===== src/rtl/ntt_defines_pkg.sv =====
// Shared types and timing constants for the masked NTT/PWM datapath.
// Imported by the PWM sequencer and its valid pipe.
package ntt_defines_pkg;

    typedef enum logic [1:0] {
        PWM_IDLE,
        PWM_ISSUE,
        PWM_DRAIN,
        PWM_DONE
    } pwm_seq_state_e;

    localparam int MLKEM_PWM_LAT_ACC     = 24;
    localparam int MLKEM_PWM_LAT_NOACC   = 23;
    localparam int MLKEM_PWM_W_RD_OFFSET = 16;

endpackage


===== src/rtl/ntt_pwm_valid_pipe.sv =====
// Valid shift register tracking beats inside the fixed-latency PWM datapath.
// Write tap is runtime selectable; w-read tap is fixed at elaboration.
module ntt_pwm_valid_pipe
    import ntt_defines_pkg::*;
#(
    parameter int DEPTH = MLKEM_PWM_LAT_ACC + 1,
    parameter int W_TAP = MLKEM_PWM_W_RD_OFFSET - 1,
    parameter int TAP_W = $clog2(DEPTH)
) (
    input  logic             clk,
    input  logic             rst,
    input  logic             clear_i,
    input  logic             din_i,
    input  logic [TAP_W-1:0] wr_tap_i,
    output logic             wr_o,
    output logic             w_o,
    output logic             pending_o
);

    logic [DEPTH-1:0] pipe_q;
    logic [DEPTH-1:0] pipe_d;

    // Shift a new beat in each cycle; clear drops everything in flight.
    always_comb begin
        pipe_d = {pipe_q[DEPTH-2:0], din_i};
        if (clear_i) begin
            pipe_d = '0;
        end
    end

    // Pipe register.
    always_ff @(posedge clk or posedge rst) begin
        if (rst) begin
            pipe_q <= '0;
        end else begin
            pipe_q <= pipe_d;
        end
    end

    assign wr_o = pipe_q[wr_tap_i];
    assign w_o  = pipe_q[W_TAP];

    // Beats not yet at the write tap; bits past the tap are spent.
    always_comb begin
        pending_o = 1'b0;
        for (int k = 0; k < DEPTH; k++) begin
            if (k < int'(wr_tap_i)) begin
                pending_o = pending_o | pipe_q[k];
            end
        end
    end

endmodule


===== src/rtl/ntt_masked_pwm_sequencer.sv =====
// Sequencer for the masked pairwise-multiply datapath over one polynomial.
// Optional NTT_MASKED_PWM_SEQ_STATS_EN adds a randomness-stall counter.
module ntt_masked_pwm_sequencer
    import ntt_defines_pkg::*;
#(
    parameter int NUM_PAIRS   = 128,
    parameter int ADDR_WIDTH  = 7,
    parameter int LAT_ACC     = MLKEM_PWM_LAT_ACC,
    parameter int LAT_NOACC   = MLKEM_PWM_LAT_NOACC,
    parameter int W_RD_OFFSET = MLKEM_PWM_W_RD_OFFSET
) (
    input  logic                  clk,
    input  logic                  reset,
    input  logic                  zeroize,
    input  logic                  start,
    input  logic                  accumulate_mode,
    input  logic [ADDR_WIDTH-1:0] src_base,
    input  logic [ADDR_WIDTH-1:0] dst_base,
    input  logic                  rnd_valid,
    output logic                  rd_en,
    output logic [ADDR_WIDTH-1:0] rd_addr,
    output logic [ADDR_WIDTH-1:0] zeta_idx,
    output logic                  w_rd_en,
    output logic [ADDR_WIDTH-1:0] w_rd_addr,
    output logic                  accumulate,
    output logic                  wr_en,
    output logic [ADDR_WIDTH-1:0] wr_addr,
    output logic                  busy,
`ifdef NTT_MASKED_PWM_SEQ_STATS_EN
    output logic [15:0]           stall_cnt,
`endif
    output logic                  done
);

    localparam int DEPTH = LAT_ACC + 1;
    localparam int TAP_W = $clog2(DEPTH);
    localparam int CW    = ADDR_WIDTH + 1;

    pwm_seq_state_e state_q, state_d;

    logic                  acc_q, acc_d;
    logic [ADDR_WIDTH-1:0] src_q, src_d;
    logic [ADDR_WIDTH-1:0] dst_q, dst_d;
    logic [TAP_W-1:0]      lat_q, lat_d;
    logic [ADDR_WIDTH-1:0] iss_q, iss_d;
    logic [CW-1:0]         wcnt_q, wcnt_d;
    logic [ADDR_WIDTH-1:0] wrd_q, wrd_d;

    logic start_ok;
    logic tap_wr;
    logic tap_w;
    logic pending;
    logic [CW-1:0] wcnt_nxt;

    assign start_ok = (state_q == PWM_IDLE) && start && !zeroize;

    assign wr_en   = tap_wr && !zeroize;
    assign w_rd_en = tap_w && acc_q && !zeroize;

    assign wcnt_nxt = wcnt_q + CW'(wr_en);

    // FSM next state and state-decoded strobes.
    always_comb begin
        state_d = state_q;
        rd_en   = 1'b0;
        busy    = 1'b0;
        done    = 1'b0;
        unique case (state_q)
            PWM_IDLE: begin
                if (start_ok) begin
                    state_d = PWM_ISSUE;
                end
            end
            PWM_ISSUE: begin
                busy  = 1'b1;
                rd_en = rnd_valid && !zeroize;
                if (rd_en && iss_q == ADDR_WIDTH'(NUM_PAIRS - 1)) begin
                    state_d = PWM_DRAIN;
                end
            end
            PWM_DRAIN: begin
                busy = 1'b1;
                if (wcnt_nxt == CW'(NUM_PAIRS) && !pending) begin
                    state_d = PWM_DONE;
                end
            end
            PWM_DONE: begin
                done    = 1'b1;
                state_d = PWM_IDLE;
            end
            default: begin
                state_d = PWM_IDLE;
            end
        endcase
        if (zeroize) begin
            state_d = PWM_IDLE;
        end
    end

    // Operation context and beat counters.
    always_comb begin
        acc_d  = acc_q;
        src_d  = src_q;
        dst_d  = dst_q;
        lat_d  = lat_q;
        iss_d  = iss_q;
        wcnt_d = wcnt_nxt;
        wrd_d  = wrd_q;
        if (rd_en) begin
            iss_d = iss_q + ADDR_WIDTH'(1);
        end
        if (w_rd_en) begin
            wrd_d = wrd_q + ADDR_WIDTH'(1);
        end
        if (start_ok) begin
            acc_d  = accumulate_mode;
            src_d  = src_base;
            dst_d  = dst_base;
            lat_d  = accumulate_mode ? TAP_W'(LAT_ACC) : TAP_W'(LAT_NOACC);
            iss_d  = '0;
            wcnt_d = '0;
            wrd_d  = '0;
        end
        if (zeroize) begin
            acc_d  = 1'b0;
            src_d  = '0;
            dst_d  = '0;
            lat_d  = '0;
            iss_d  = '0;
            wcnt_d = '0;
            wrd_d  = '0;
        end
    end

    // State and context registers.
    always_ff @(posedge clk or posedge reset) begin
        if (reset) begin
            state_q <= PWM_IDLE;
            acc_q   <= 1'b0;
            src_q   <= '0;
            dst_q   <= '0;
            lat_q   <= '0;
            iss_q   <= '0;
            wcnt_q  <= '0;
            wrd_q   <= '0;
        end else begin
            state_q <= state_d;
            acc_q   <= acc_d;
            src_q   <= src_d;
            dst_q   <= dst_d;
            lat_q   <= lat_d;
            iss_q   <= iss_d;
            wcnt_q  <= wcnt_d;
            wrd_q   <= wrd_d;
        end
    end

    ntt_pwm_valid_pipe #(
        .DEPTH (DEPTH),
        .W_TAP (W_RD_OFFSET - 1),
        .TAP_W (TAP_W)
    ) u_pipe (
        .clk       (clk),
        .rst       (reset),
        .clear_i   (zeroize),
        .din_i     (rd_en),
        .wr_tap_i  (lat_q),
        .wr_o      (tap_wr),
        .w_o       (tap_w),
        .pending_o (pending)
    );

    assign accumulate = acc_q;
    assign rd_addr    = src_q + iss_q;
    assign zeta_idx   = iss_q;
    assign w_rd_addr  = dst_q + wrd_q;
    assign wr_addr    = dst_q + wcnt_q[ADDR_WIDTH-1:0];

`ifdef NTT_MASKED_PWM_SEQ_STATS_EN
    logic [15:0] stall_q, stall_d;

    // Saturating count of ISSUE cycles starved of randomness.
    always_comb begin
        stall_d = stall_q;
        if (zeroize || start_ok) begin
            stall_d = '0;
        end else if (state_q == PWM_ISSUE && !rnd_valid &&
                     stall_q != 16'hFFFF) begin
            stall_d = stall_q + 16'd1;
        end
    end

    // Stall counter register.
    always_ff @(posedge clk or posedge reset) begin
        if (reset) begin
            stall_q <= '0;
        end else begin
            stall_q <= stall_d;
        end
    end

    assign stall_cnt = stall_q;
`endif

endmodule


===== config.mk =====
export PLATFORM = sky130hd
export DESIGN_NAME = ntt_masked_pwm_sequencer
export DESIGN_NICKNAME = d
export VERILOG_FILES = /design/src/rtl/ntt_defines_pkg.sv /design/src/rtl/ntt_pwm_valid_pipe.sv /design/src/rtl/ntt_masked_pwm_sequencer.sv
export SDC_FILE = /design/constraint.sdc
export NUM_CORES = 1
export LEC_CHECK = 0
export BUFFER_PORTS_ARGS = -buffer_cell sky130_fd_sc_hd__buf_2
export CAP_MARGIN = 10
export CORE_MARGIN = 4
export CORE_UTILIZATION = 57
export CTS_BUF_LIST = sky130_fd_sc_hd__clkbuf_8
export CTS_CLUSTER_DIAMETER = 50
export DETAILED_ROUTE_END_ITERATION = 8
export PLACE_DENSITY_LB_ADDON = 0.2
export SYNTH_ARGS = -nofsm -noshare
export SYNTH_HDL_FRONTEND = slang
export SYNTH_SLANG_ARGS = --single-unit

===== constraint.sdc =====
create_clock -name clk -period 6.19 [get_ports clk]
set_input_delay 0 -clock clk [delete_from_list [all_inputs] [get_ports clk]]
set_output_delay 0 -clock clk [all_outputs]
set_load 0.01 [all_outputs]

Word-level counts from Yosys, hierarchy flattened --
Index checks and enable logic that the tools add are counted.
Cells by class: muxes and demuxes 53, reductions and logical operators 16, divide/modulo/power cells 0, multiply operators 0, equality and inequality tests 8, $add $sub $neg 6, shift-type cells 0, magnitude comparators 26, bitwise operators 24
Operator list (number):
- $mux 7 | 10
- $lt 5x5->1 const A | 9
- $lt 4x5->1 const A | 8
- $mux 1 | 31
- $mux 25 | 1
- $or 1x1->1 | 24
- $add 7x7->7 | 3
- $lt 3x5->1 const A | 4
- $mux 8 | 2
- $add 7x1->7 const B | 2
- $lt 1x5->1 const A | 2
- $lt 2x5->1 const A | 2
- $mux 5 | 2
- $ne 3x3->1 const B | 3
- $add 8x1->8 | 1
- $eq 8x8->1 const B | 1
- $logic_and 1x1->1 | 8
- $mux 2 | 4
- $pmux 2 s4 | 1
- $eq 7x7->1 const B | 1
- $lt 5x6->1 const B | 1
- $reduce_bool 3->1 | 2
- $bmux 1 s5 | 1
- $eq 2x2->1 const B | 2
- 7 further kinds | 8
Word-level totals: memory bits (writable) 0, memories kept 0, latch bits 0, word-level logic and storage cells 142, output and inout bits 34, ROM bits 0, input port bits 20, register bits 69

Depth between registers and ports, before layout --
depth after elaboration 55, depth in mapped cells 14, mapped depth without buffers 13

Modules after synthesis --
A second synthesis with hierarchy kept.
Second synthesis, totals: cell total of the unflattened synthesis 401, area total of the unflattened synthesis 3973.8 um2
Modules (own cells, without submodules):
- ntt_masked_pwm_sequencer | area an instance 2646.3 um2, seq. area each 1026.0 um2, instances 1, cells each 276
- ntt_pwm_valid_pipe | area an instance 1327.5 um2, seq. area each 625.6 um2, instances 1, cells each 125

Worst setup path before layout --
No wires, ideal clock.
path type reg-to-reg, start point register lat_q[3], end point register state_q[1], data arrival time 2.844 ns, setup time 0.079 ns, period minus slack after synthesis 2.924 ns, cell stages (with the launch flop) 14, path slack 3.266 ns, data required time 6.111 ns, buffers on the path 1, cell sequence dfrtp_1 > clkbuf_1 > nand2_1 > a21oi_1 > a31oi_1 > a211oi_1 > ha_1 > ha_1 > nand4_1 > nor2_1 > xor2_1 > nor4_2 > a21boi_0 > mux2i_1
On the way: elaborated cells between the ends (all ways) 83, classes of those cells 1 x add/sub; 25 x order compare; 2 x eq/ne; 27 x mux; 24 x bitwise; 4 x reduce/logical
RTL lines:
- start: declaration | RTL line ntt_masked_pwm_sequencer.sv:44 | logic [TAP_W-1:0] lat_q, lat_d;
- start signal: assignment | RTL line ntt_masked_pwm_sequencer.sv:151 | lat_q <= lat_d;
- $bmux 1 s5 | RTL line ntt_pwm_valid_pipe.sv:40 | assign wr_o = pipe_q[wr_tap_i];
- $mux 1 (not written as such) | RTL line ntt_pwm_valid_pipe.sv:40
- $logic_and 1x1->1 | RTL line ntt_masked_pwm_sequencer.sv:57 | assign wr_en = tap_wr && !zeroize;
- net wr_en | RTL line ntt_masked_pwm_sequencer.sv:26 | output logic wr_en,
- $add 8x1->8 | RTL line ntt_masked_pwm_sequencer.sv:60 | assign wcnt_nxt = wcnt_q + CW'(wr_en);
- $eq 8x8->1 | RTL line ntt_masked_pwm_sequencer.sv:83 | if (wcnt_nxt == CW'(NUM_PAIRS) && !pending) begin
- $logic_and 1x1->1 | RTL line ntt_masked_pwm_sequencer.sv:83
- $ne 3x3->1 (no source line)
- $reduce_and 3->1 (no source line)
- end signal: assignment | RTL line ntt_masked_pwm_sequencer.sv:147 | state_q <= state_d;
- end: declaration | RTL line ntt_masked_pwm_sequencer.sv:39 | pwm_seq_state_e state_q, state_d;
The timed path passes the listed nets, and every way through them passes these cells. The select of a mux whose other input is x is not followed. A chain may end at the register's enable or synchronous reset.

Worst setup path after layout --
start point register lat_q[3], end point register state_q[1]
On the way: longest elaborated chain between the ends 54, elaborated cells between the ends (all ways) 83, classes of those cells 1 x add/sub; 25 x order compare; 2 x eq/ne; 27 x mux; 24 x bitwise; 4 x reduce/logical
Ends and longest elaborated chain:
- $lt 1x5->1 | RTL line ntt_pwm_valid_pipe.sv:47 | if (k < int'(wr_tap_i)) begin
- $mux 1 | RTL line ntt_pwm_valid_pipe.sv:47
- $or 1x1->1 | RTL line ntt_pwm_valid_pipe.sv:48 | pending_o = pending_o | pipe_q[k];
- $mux 1 | RTL line ntt_pwm_valid_pipe.sv:47
- $or 1x1->1 | RTL line ntt_pwm_valid_pipe.sv:48
- $mux 1 | RTL line ntt_pwm_valid_pipe.sv:47
- $or 1x1->1 | RTL line ntt_pwm_valid_pipe.sv:48
- $mux 1 | RTL line ntt_pwm_valid_pipe.sv:47
- (+38 left out)
- $or 1x1->1 | RTL line ntt_pwm_valid_pipe.sv:48
- $mux 1 | RTL line ntt_pwm_valid_pipe.sv:47
- $or 1x1->1 | RTL line ntt_pwm_valid_pipe.sv:48
- $mux 1 | RTL line ntt_pwm_valid_pipe.sv:47
- $logic_not 1->1 | RTL line ntt_masked_pwm_sequencer.sv:83
- $logic_and 1x1->1 (*) | RTL line ntt_masked_pwm_sequencer.sv:83
- $ne 3x3->1 (no source line) (*)
- $reduce_and 3->1 (no source line) (*)
Mark *: on every way between the ends. The rest lies on a longest branch, timed or not. The select of a mux whose other input is x is not followed.

==> metrics.md <==
| Metric | Value |
|---|---|
| Outcome | finished clean |
| Share of layout cells above drive strength 1 | 0.179 |
| Main combinational cell family by area after synthesis | simple AND/OR/NAND/NOR gates |
| Via/cell ratio | 5.45 |
| CTS buffer count | 9 |
| Vias in the first global route | 2655 |
| Antenna violations before repair | 0 |
| Max FO, Critical Path | 12 |
| Post-CTS Hold Fix Bufs | 17 |
| Asr flop ratio synth | 1.00 |
| CP top delay family | compound AO/OA/AOI/OAI gates |
| Detailed placer's ending HPWL | 5230 microns |
| Post-synthesis xor/xnor area fraction | 0.0850 |
| Post-CTS Setup Inserts | 0 |
| Fmax | 344 MHz |
| Slew HR | 0.461 |
| Hold Slack | 0.173 ns |
| DR vias | 2662 |
| Antenna Nets Post-Route | 0 |
| Final worst path period share | 0.470 |
| Mux share of post-synthesis cell area | 0.00928 |
| Reg-to-reg endpoint | state_q[1]$_DFFE_PP0P_ |
| Worst path required time | 6.45 ns |
| Adder and majority cell fraction of the synthesized area | 0.114 |
| Simple-gate share of the synthesized area | 0.159 |
| CP max stage cell | dfrtp_1 |
| Tot GR Track Use | 0.219 |
| Leading area contributor after synthesis | dfrtp_1 |
| Fin. Hold Viols | 0 |
| Syn_nets | 387 |
| DIE HEIGHT | 86.4 microns |
| CP Class | reg2reg |
| HP Class | in2reg |
| Worst path max stage delay | 0.54 ns |
| Number of synthesized flops with an enable pin | 0 |
| GP Congestion | 0.890 |
| Worst setup margin | 3.28 ns |
| DR iter-0 viols | 124 |
| CTS max path bufs | 2 |
| Finish-stage setup viols | 0 |
| Die area | 7470 sq um |
| Critical Path AT | 3.17 ns |
| DP Worst Slack | 3.28 ns |
| Peak supply drop | 0.199 mV |
| Worst Skew | 0.00717 ns |
| Leakage | 2.23 nW |
| IO Port Bufs | 53 |
| Reg clk slew, reported paths | 0.07 ns |
| Total wire length | 7540 microns |
| Most frequent CP cell | ha_1 |
| Register area share after synthesis | 0.471 |
| Largest net degree at the start of global routing | 67 |
| TNS Setup | 0 ns |
| CTS tree | yes |
| R2r setup slk | 3.28 ns |
| Total grt overflow | 0 |
| Design area | 4190 sq um |
| Worst Tran Pin Value | 0.809 ns |
| Core Area | 5960 sq um |
| Area Overhead vs Synth | 19.6% |
| # diodes | 0 |
| Cell breakdown of the critical path | nand2_1 > a21oi_1 > a31oi_1 > a211oi_1 > ha_1 > ha_1 > nand4_1 > nor2_1 > xor2_1 > nor4_2 > a21boi_0 > mux2i_1 |
| Reg2Reg Depth | 12 |
| CTS H-tree depth | 3 |
| Clock latency on the worst-skew pair | 0.34 ns |
| Routed len/inst | 15.5 microns |
| Synth Area in Compound Gates | 0.122 |
| DRT Pass-1 Iters | 4 |
| CTS root buffer | clkbuf_8 |
| Placed cell area | 3840 sq um |
| Num rows | 28 |
| Total power draw | 1.12 mW |
| Avg Cell Area, Syn | 10.4 sq um |
| Global-route wire length before repair | 12700 microns |
| Nets | 459 |
| IO Pins | 54 |
| MaxCap Viol Count | 0 |
| Ranking of synthesized cells by area | dfrtp_1, ha_1, xnor2_1 |
| WP buf/inv | 0 |
| Final Util | 0.704 |
| PD cells | 268 nW/um^2 |
| Initial Util | 0.588 |
| Chip width | 86.4 microns |
| Synthesized flop and latch total | 66 |
| Unrepaired setup endpoints after global routing | false |
| Critical Path Start Type | flop |
| Synth unique cells | 38 |
| Clock sinks | 66 |
| Non-filler cells, final | 488 |
| Primary FF master, synth | dfrtp_1 |
| DP Cell Count | 456 |
| CP endpoint kind | flop |
| HP Start | zeroize |
| Cell depth of the worst hold path | 2 |
| Hold EP | u_pipe.pipe_q[6]$_DFF_PP0_ |
| # resized after CTS | 0 |
| Synth warn | 0 |
| Tmin final | 2.91 ns |
| Synthesized instance count | 337 |
| Post-synth top area share | 0.471 |
| Slew Limit Fails | 0 |
| Synth Cell Area | 3500 sq um |
| RR Startpoint | lat_q[3]$_DFFE_PP0P_ |
| Detailed-route DRC error count | 0 |
[how the worst max path moves through the flow]
| stage | from | endpoint | cells past startpoint |
|---|---|---|---|
| finish | lat_q[3]$_DFFE_PP0P_ | state_q[1]$_DFFE_PP0P_ | 12 |
| global route | lat_q[3]$_DFFE_PP0P_ | state_q[1]$_DFFE_PP0P_ | 12 |
| CTS | lat_q[3]$_DFFE_PP0P_ | state_q[1]$_DFFE_PP0P_ | 12 |
| detailed placement | lat_q[3]$_DFFE_PP0P_ | state_q[1]$_DFFE_PP0P_ | 12 |
| global placement | lat_q[3]$_DFFE_PP0P_ | state_q[0]$_DFFE_PP0P_ | 12 |
| floorplan | lat_q[3]$_DFFE_PP0P_ | state_q[1]$_DFFE_PP0P_ | 13 |
[layout make-up]
class / count / area (sq um)
clock buffer: 10 / 138
timing repair buffer: 72 / 450
clock inverter: 5 / 47.5
tap: 75 / 93.8
multi-input combinational: 234 / 1710
inverter: 26 / 97.6
sequential: 66 / 1650
fill: 478 / 1760
[placed cells by master, fill, tap and decap left out, types with 2 or more instances in the layout]
cell and instances:
buf_4 2, and2_1 5, o21ai_0 8, a21o_1 8, clkbuf_8 10, a21oi_1 22, and4_1 2, ha_1 27
dfrtp_1 66, nand3_1 12, xor2_1 15, xnor2_1 19, clkinv_2 2, nor2b_1 25, nand2b_1 2, fa_1 3
inv_1 27, a22o_1 13, nor3_1 3, dlygate4sd3_1 17, nor2_1 24, or4_1 2, nand2_1 16, nor4_2 3
or3_1 2, buf_2 53, nand4_1 2, o21bai_1 6, a211oi_1 3
[synthesized netlist by cell type, types with 2 or more instances]
cell,instances
dfrtp_1,66
ha_1,27
inv_1,26
nor2b_1,25
nor2_1,24
a21oi_1,22
xnor2_1,19
nand2_1,16
xor2_1,15
a22o_1,13
nand3_1,12
clkbuf_1,10
a21o_1,8
o21ai_0,8
o21bai_1,6
and2_1,5
a211oi_1,3
fa_1,3
nor3_1,3
nor4_2,3
and4_1,2
nand2b_1,2
nand4_1,2
or3_1,2
or4_1,2
[logic make-up after synthesis]
group / Yosys count
buf+inv: 37
compound gates: 65
fa+ha+maj: 30
xor+xnor: 34
simple gates: 103
mux: 2
flops: 66
[report_power, final]
group,internal [mW],total (mW),leakage [nW],switching (mW)
logic,0.119,0.276,1.21,0.157
registers,0.462,0.501,0.911,0.0389
clock network,0.191,0.346,0.105,0.156
total,0.771,1.12,2.23,0.352
[flip-flops by register name, indices dropped and copies added, names as in the netlist]
| signal | count |
|---|---|
| src_q | 7 |
| wrd_q | 7 |
| lat_q | 3 |
| wcnt_q | 8 |
| u_pipe.pipe_q | 25 |
| zeta_idx | 7 |
| dst_q | 7 |
| state_q | 2 |
[per-layer routing]
metal | wire length (microns) | vias to the layer above | global-route usage
met4 | 170 | 0 | 0.0836
met3 | 289 | 14 | 0.0418
met5 | 0 | - | 0
li1 | - | 1290 | -
met1 | 3420 | 1306 | 0.290
met2 | 3660 | 52 | 0.360
[worst reg2reg max path: stages (launching register included)]
cell and delay (ns):
dfrtp_1 0.54, nand2_1 0.22, a21oi_1 0.17, a31oi_1 0.05, a211oi_1 0.33, ha_1 0.24, ha_1 0.24, nand4_1 0.15
nor2_1 0.15, xor2_1 0.24, nor4_2 0.07, a21boi_0 0.24, mux2i_1 0.20
Power figures use the tool's default switching activity.
